File: src/rtl/display_arbiter_pkg.sv
// Shared types and helpers for the 7-segment display arbiter: FSM states,
// requester indices and the round-robin pick function.
package display_arbiter_pkg;

  typedef enum logic [1:0] {
    ST_IDLE = 2'd0,
    ST_OWN  = 2'd1,
    ST_GAP  = 2'd2
  } state_t;

  localparam int REQ_ACCESS = 0;
  localparam int REQ_GAME   = 1;
  localparam int REQ_SCORE  = 2;
  localparam int NUM_REQ    = 3;

  // First set request searching upward from last_owner+1, wrapping modulo 3.
  function automatic logic [2:0] rr_pick(input logic [2:0] req,
                                         input logic [1:0] last_owner);
    logic [2:0] pick;
    pick = 3'b000;
    case (last_owner)
      2'd0: begin
        if      (req[REQ_GAME])   pick = 3'b010;
        else if (req[REQ_SCORE])  pick = 3'b100;
        else if (req[REQ_ACCESS]) pick = 3'b001;
      end
      2'd1: begin
        if      (req[REQ_SCORE])  pick = 3'b100;
        else if (req[REQ_ACCESS]) pick = 3'b001;
        else if (req[REQ_GAME])   pick = 3'b010;
      end
      default: begin
        if      (req[REQ_ACCESS]) pick = 3'b001;
        else if (req[REQ_GAME])   pick = 3'b010;
        else if (req[REQ_SCORE])  pick = 3'b100;
      end
    endcase
    return pick;
  endfunction

  function automatic logic [1:0] onehot_idx(input logic [2:0] oh);
    logic [1:0] idx;
    if      (oh[REQ_SCORE]) idx = 2'(REQ_SCORE);
    else if (oh[REQ_GAME])  idx = 2'(REQ_GAME);
    else                    idx = 2'(REQ_ACCESS);
    return idx;
  endfunction

endpackage

File: src/rtl/display_arbiter_rr_picker.sv
// Combinational 3-way round-robin selector used by the display arbiter
// when it is idle and looking for the next owner.
module rr_picker
  import display_arbiter_pkg::*;
(
  input  logic [2:0] req,
  input  logic [1:0] last_owner,
  output logic [2:0] pick,
  output logic       valid
);

  assign pick  = rr_pick(req, last_owner);
  assign valid = |req;

endmodule

File: src/rtl/display_arbiter.sv
// Arbitrates three requesters (access control, game, scoreboard) for one
// 7-segment display word, with a minimum hold, a starvation release and a gap.
module display_arbiter
  import display_arbiter_pkg::*;
#(
  parameter int DATA_W      = 32,
  parameter int HOLD_CYCLES = 16,
  parameter int MAX_HOLD    = 255
) (
  input  logic                  clk,
  input  logic                  rst,
  input  logic [2:0]            req,
  input  logic [3*DATA_W-1:0]   req_data,
  output logic [2:0]            gnt,
  output logic [DATA_W-1:0]     disp_data,
  output logic                  disp_valid,
  output logic                  busy
);

  localparam logic [7:0] HOLD_LIM = 8'(HOLD_CYCLES - 1);
  localparam logic [7:0] MAX_LIM  = 8'(MAX_HOLD - 1);

  state_t             state;
  logic [7:0]         hold_cnt;
  logic [1:0]         last_owner;
  logic [1:0]         owner;
  logic [2:0]         pick;
  logic               pick_vld;
  logic [DATA_W-1:0]  words [NUM_REQ];
  logic               hold_done;
  logic               starve;

  for (genvar i = 0; i < NUM_REQ; i++) begin : g_unpack
    assign words[i] = req_data[i*DATA_W +: DATA_W];
  end

  rr_picker u_picker (
    .req        (req),
    .last_owner (last_owner),
    .pick       (pick),
    .valid      (pick_vld)
  );

  assign hold_done = !req[owner] && (hold_cnt >= HOLD_LIM);
  // >= rather than == so a saturated counter still releases to a late waiter.
  assign starve    = (|(req & ~gnt)) && (hold_cnt >= MAX_LIM);

  assign disp_valid = |gnt;
  assign busy       = (state != ST_IDLE);

  always_ff @(posedge clk) begin
    if (rst) begin
      state      <= ST_IDLE;
      gnt        <= 3'b000;
      disp_data  <= '0;
      hold_cnt   <= 8'd0;
      last_owner <= 2'(REQ_SCORE);
      owner      <= 2'(REQ_ACCESS);
    end else begin
      case (state)
        ST_IDLE: begin
          disp_data <= '0;
          if (pick_vld) begin
            state    <= ST_OWN;
            gnt      <= pick;
            owner    <= onehot_idx(pick);
            hold_cnt <= 8'd0;
          end else begin
            gnt <= 3'b000;
          end
        end
        ST_OWN: begin
          if (hold_cnt != 8'hFF) hold_cnt <= hold_cnt + 8'd1;
          if (req[owner]) disp_data <= words[owner];
          if (hold_done || starve) begin
            state      <= ST_GAP;
            gnt        <= 3'b000;
            disp_data  <= '0;
            last_owner <= owner;
          end
        end
        ST_GAP: begin
          state     <= ST_IDLE;
          gnt       <= 3'b000;
          disp_data <= '0;
        end
        default: begin
          state     <= ST_IDLE;
          gnt       <= 3'b000;
          disp_data <= '0;
        end
      endcase
    end
  end

endmodule

File: config.mk
export PLATFORM = sky130hd
export DESIGN_NAME = display_arbiter
export DESIGN_NICKNAME = d
export VERILOG_FILES = /design/src/rtl/display_arbiter_pkg.sv /design/src/rtl/display_arbiter_rr_picker.sv /design/src/rtl/display_arbiter.sv
export SDC_FILE = /design/constraint.sdc
export NUM_CORES = 1
export LEC_CHECK = 0
export CORE_MARGIN = 5
export CORE_UTILIZATION = 30
export DETAILED_ROUTE_END_ITERATION = 7
export GPL_ROUTABILITY_DRIVEN = 0
export MAX_ROUTING_LAYER = met4
export PLACE_DENSITY_LB_ADDON = 0.3
export SLEW_MARGIN = 20
export SYNTH_ARGS = -nofsm -noshare
export SYNTH_HDL_FRONTEND = slang
export SYNTH_SLANG_ARGS = --single-unit
File: constraint.sdc
create_clock -name clk -period 2.15 [get_ports clk]
set_input_delay 0.3225 -clock clk [delete_from_list [all_inputs] [get_ports clk]]
set_output_delay 0.3225 -clock clk [all_outputs]
set_load 0.02 [all_outputs]
=== Word-level counts from Yosys, hierarchy flattened ===
Index checks and enable logic that the tools add are counted.

* Bits in registers: 49
* Latch bits: 0
* Memory bits (writable): 0
* ROM bits: 0
* Bits of input ports: 101
* Output and inout bits: 37
* Logic and storage cells: 63
* Memories kept: 0

* Add/sub/neg operators: 1
* $mul: 0
* Divide/modulo/power cells: 0
* Order comparisons: 4
* Equal/unequal tests: 6
* Shifts and indexed selects: 0
* Mux-type cells: 26
* Bitwise logic cells: 4
* Reductions and logical operators: 16

{| class="wikitable"
|+ Operator list
! cell !! number
|-
| 32-bit binary-select mux with 2-bit select || 1
|-
| 32-bit two-way mux || 2
|-
| 3-bit two-way mux || 9
|-
| 8-bit two-way mux || 2
|-
| 8-bit case mux with 2 select lines || 1
|-
| 3-bit case mux with 2 select lines || 2
|-
| 3-bit OR reduction || 4
|-
| 8-bit by 1-bit adder with 8-bit output (second input constant) || 1
|-
| 8-bit by 4-bit greater-or-equal comparator with 1-bit output (second input constant) || 1
|-
| 8-bit greater-or-equal comparator (second input constant) || 1
|-
| 2-bit two-way mux || 4
|-
| 8-bit inequality test (second input constant) || 1
|-
| 2-bit inequality test (second input constant) || 3
|-
| 2-bit AND reduction || 3
|-
| 2-bit by 1-bit equality test with 1-bit output (second input constant) || 2
|-
| 2-bit zero test || 2
|-
| 2-bit case mux with 2 select lines || 1
|-
| 2-bit nonzero test || 2
|-
| 3-bit bitwise AND || 1
|-
| 3-bit greater-or-equal comparator (second input constant) || 1
|-
| 2-bit by 3-bit less-than comparator with 1-bit output (second input constant) || 1
|-
| 1-bit two-way mux || 3
|-
| 2-bit NOT with 3-bit output || 1
|-
| 3-bit NOT || 1
|-
| other kinds (6) || 7
|}

=== Longest topological paths before layout ===
* Word-level depth: 7
* Mapped depth: 8
* Gate-level depth less buffers: 5

=== By module ===
A second synthesis with hierarchy kept.

* Cell total of the unflattened synthesis: 324
* Area total of the unflattened synthesis: 2790.2 sq um

{| class="wikitable"
|+ Modules (own cells, without submodules)
! module !! times used !! cells each !! area each (sq um)
|-
| display_arbiter || 1 || 316 || 2732.6
|-
| rr_picker || 1 || 8 || 57.6
|}

=== Least setup slack after synthesis ===
OpenSTA, ideal clock, no wires.

* Path type: reg2reg
* Start: reg hold_cnt[1]
* End: reg hold_cnt[5]
* Library setup time: 0.070 ns
* Arrival time: 1.741 ns
* Required time: 2.080 ns
* Path slack: 0.339 ns
* Cell stages (with the launch flop): 6
* Path buffers: 0
* Cells stage by stage: dfxtp_1 > ha_1 > and2_1 > a311o_1 > or4_1 > a21boi_1

* Longest elaborated chain between the ends: 3

{| class="wikitable"
|+ Ends and longest elaborated chain
! element !! RTL line !! RTL
|-
| start: declaration || display_arbiter.sv:24 || <nowiki>logic [7:0] hold_cnt;</nowiki>
|-
| start signal: assignment || display_arbiter.sv:73 || <nowiki>if (hold_cnt != 8'hFF) hold_cnt <= hold_cnt + 8'd1;</nowiki>
|-
| 8-bit by 1-bit adder with 8-bit output or 8-bit inequality test (tied branches) || display_arbiter.sv:73 ||
|-
| 8-bit two-way mux or 2-bit inequality test (tied branches) || - ||
|-
| 8-bit case mux with 2 select lines or 3-bit AND reduction (tied branches) || - ||
|}

Parallel ways exist; a longest one is shown, timed or not. The select of a mux whose other input is x is not followed.
A chain may end at the register's enable or synchronous reset.

=== Worst setup path in the final report ===
Ends and elaborated chain as after synthesis.

==> metrics.txt <==
status=completed; top cells by count, synth=nor2_1 (71), dfxtp_1 (49), mux2i_1 (35); initial antenna violation count=0; number of port buffers=137; worst hold margin=a little under 0.5 ns; PwrDens=559 mW/mm2; Final Setup Violations=0; Reg-to-Reg Start=hold_cnt[1]; area of the multi-input gates=0.00168 mm2; Max Cap Violations=0; synth top area cells=dfxtp_1 (35%), a211oi_2 (13%), mux2i_1 (12%); endpoint class of the critical path=register; Tot GR Track Use=0.148; DRC Markers=0; pin count of the biggest net entering global routing=just over 40; Antenna Nets Post-Route=0; Worst-Margin Slew=0.737 ns; Die W=107 um; syn nets=425; CP startpoint=hold_cnt[1]; Comb pwr share=0.325; CTS H-tree lvls=2; crit-path leading delay family=simple AND/OR/NAND/NOR gates; Vias per Instance=4.93; stages on the worst setup path=5; clock sinks=49; Root Buffer=clkbuf_8; async set or reset register ratio after synthesis=0; flops & latches, synth=49; Worst R2R Setup Slack=0.18 ns; Netlist cell types=44; crit share post-route=0.915; Syn Std Cell Area=0.00280 mm2; Final Max Slew Viols=0; power after layout=2.49 mW; GR Overflow Total=0; HPWL Detailed=6430 um; share of layout cells above drive strength 1=0.123; global-route wire length before repair=13300 um; RSZ-0062 raised after global routing=no; CP Data Arrival Time=2.20 ns; height of the die=between 100 and 150 um; post-synth top area share=0.350; sequential fraction of design power=0.402; clk_lat worst skew=approximately 0.30 ns; final hold vios=0; Setup CP Type=register to register; Fin Setup TNS=0 ns; yosys synthesis warning count=0; Ports=138; Routed WL=8390 um; Power Internal=1.76 mW; Period minus WS final=1.97 ns; CTS max path bufs=2; Switch Pwr=0.730 mW; Resize count post-CTS=0; Critical R2R Capture=hold_cnt[5]; fmax=508 MHz; CP max FO=8; clock share of power=0.273; Leak=~1.6 nW; clock-pin slew on the worst setup and hold paths=0.09 ns; DIE AREA=roughly 0.011 mm2; Crit path required time=~2.4 ns; setup bufs post-CTS=0; drt first pass iters=4; FP Rows=35; Worst R2R Path Depth=5; final core occ=0.484; Initial Util=0.305; CP cell instances=ha_1, and2_1, a311o_1, or4_1, a21boi_1; Seq/Total Area, Yosys=0.350; EDFF count, synth=0; Worst path max stage delay=0.48 ns; cell with the most instances after synthesis=nor2_1; Fillers=between 800 and 900; hold_buf cts=0; Fin Clk Skew=0.00693 ns; WL/cell=~15 um; Hold/Removal Path Class=register to register; Top FF cell, synth=dfxtp_1; TritonCTS clock tree=done; area leader, netlist=dfxtp_1; register area=~980 um2; Via Count=~2800; CP Capture Point=hold_cnt[5]; Cells after Synth=~320; core footprint=0.00920 mm2; Antenna diodes=0; vias in the first global route=2701; worst path bufs/invs=0; Final #Nets=559; peak supply drop=around 0.00030 V; Mapped Avg Cell Area=8.71 um2; Slew headroom=0.505; initial drt markers=78; P&R area growth vs syn=58.9%; CTS Buf Count=5; Switching Share=0.293; slowest stage cell on the critical path=or4_1; Critical Path Source Type=register
[layout by cell type, fill, tap and decap left out, drive strengths merged, types with 2 or more instances in the layout]
master	Yosys	layout
o22ai	3	3
nand2	8	8
o32ai	2	2
o21bai	2	2
or4	2	2
ha	2	2
o21ai	6	6
dfxtp	49	49
a21oi	34	34
nor4	2	2
mux2i	35	35
o31ai	2	2
buf	14	13
and2	3	3
or3	2	2
clkdlybuf4s50	0	137
a211oi	32	32
nand2b	3	3
clkbuf	9	7
nor3	2	2
o2bb2ai	2	2
nor2b	6	6
inv	7	7
a21boi	3	3
nand3	8	8
nor2	72	72
[worst register-to-register path, cell delays in order, from the launching register on]
cell and delay, ns:
dfxtp_1 0.37, ha_1 0.28, and2_1 0.20, a311o_1 0.44, or4_1 0.49, a21boi_1 0.14
[routing by layer]
| layer | wire, um | vias up | global-route usage |
|---|---|---|---|
| li1 | - | 1434 | - |
| met1 | 3670 | 1273 | 0.171 |
| met2 | 3970 | 90 | 0.253 |
| met3 | 657 | 5 | 0.0403 |
| met4 | 89 | 0 | 0.0384 |
| met5 | 0 | - | - |
[cell type report]
| cell class | count | area share |
|---|---|---|
| Timing Repair Buffer | 150 | 0.338 |
| Sequential cell | 49 | 0.221 |
| Inverter | 7 | 0.00590 |
| Clock buffer | 7 | 0.0194 |
| Clock inverter | 1 | 0.00674 |
| Tap cell | 111 | 0.0312 |
| Multi-Input combinational cell | 243 | 0.378 |
[metrics by stage]
stage	setup WS [ns]	instance area (um2)	instances
2_1_floorplan	0.339	2800	322
3_3_place_gp	0.0453	4340	560
3_5_place_dp	0.0285	4340	560
4_1_cts	0.187	4450	568
5_1_grt	0.0955	4450	568
6_report	0.182	4450	568
[flip-flops by register name (all words and copies together), names as in the netlist]
signal and flops:
state 2, gnt 3, disp_data 32, last_owner 2, hold_cnt 8, owner 2
[how the worst min path moves through the flow]
stage               endpoint  slack (ns)  cells past startpoint     startpoint
2_1_floorplan         gnt[1]        0.45                      2         req[1]
3_3_place_gp     hold_cnt[0]        0.47                      1    hold_cnt[0]
3_5_place_dp     hold_cnt[0]        0.48                      1    hold_cnt[0]
4_1_cts          hold_cnt[0]        0.51                      1    hold_cnt[0]
5_1_grt        disp_data[25]        0.52                      2  disp_data[25]
6_report         hold_cnt[0]        0.50                      1    hold_cnt[0]
[power by group through the flow]
stage | Sequential [mW] | Combinational (mW) | Clock [mW]
2_1_floorplan | 1.08 | 0.366 | 0
3_3_place_gp | 1.02 | 0.804 | 0
3_5_place_dp | 1.02 | 0.820 | 0
4_1_cts | 1.00 | 0.822 | 0.710
5_1_grt | 1.01 | 0.879 | 0.752
6_report | 1.00 | 0.808 | 0.681
[logic make-up after synthesis]
group / after synthesis / share of synthesized area
adder cells (fa/ha/maj): 2 / 0.00892
flip-flops: 49 / 0.350
multiplexers: 35 / 0.125
AND/OR/NAND/NOR: 110 / 0.173
buffers and inverters: 30 / 0.0549
AO/OA/AOI/OAI: 96 / 0.288
(Power assumes the default switching activity.)
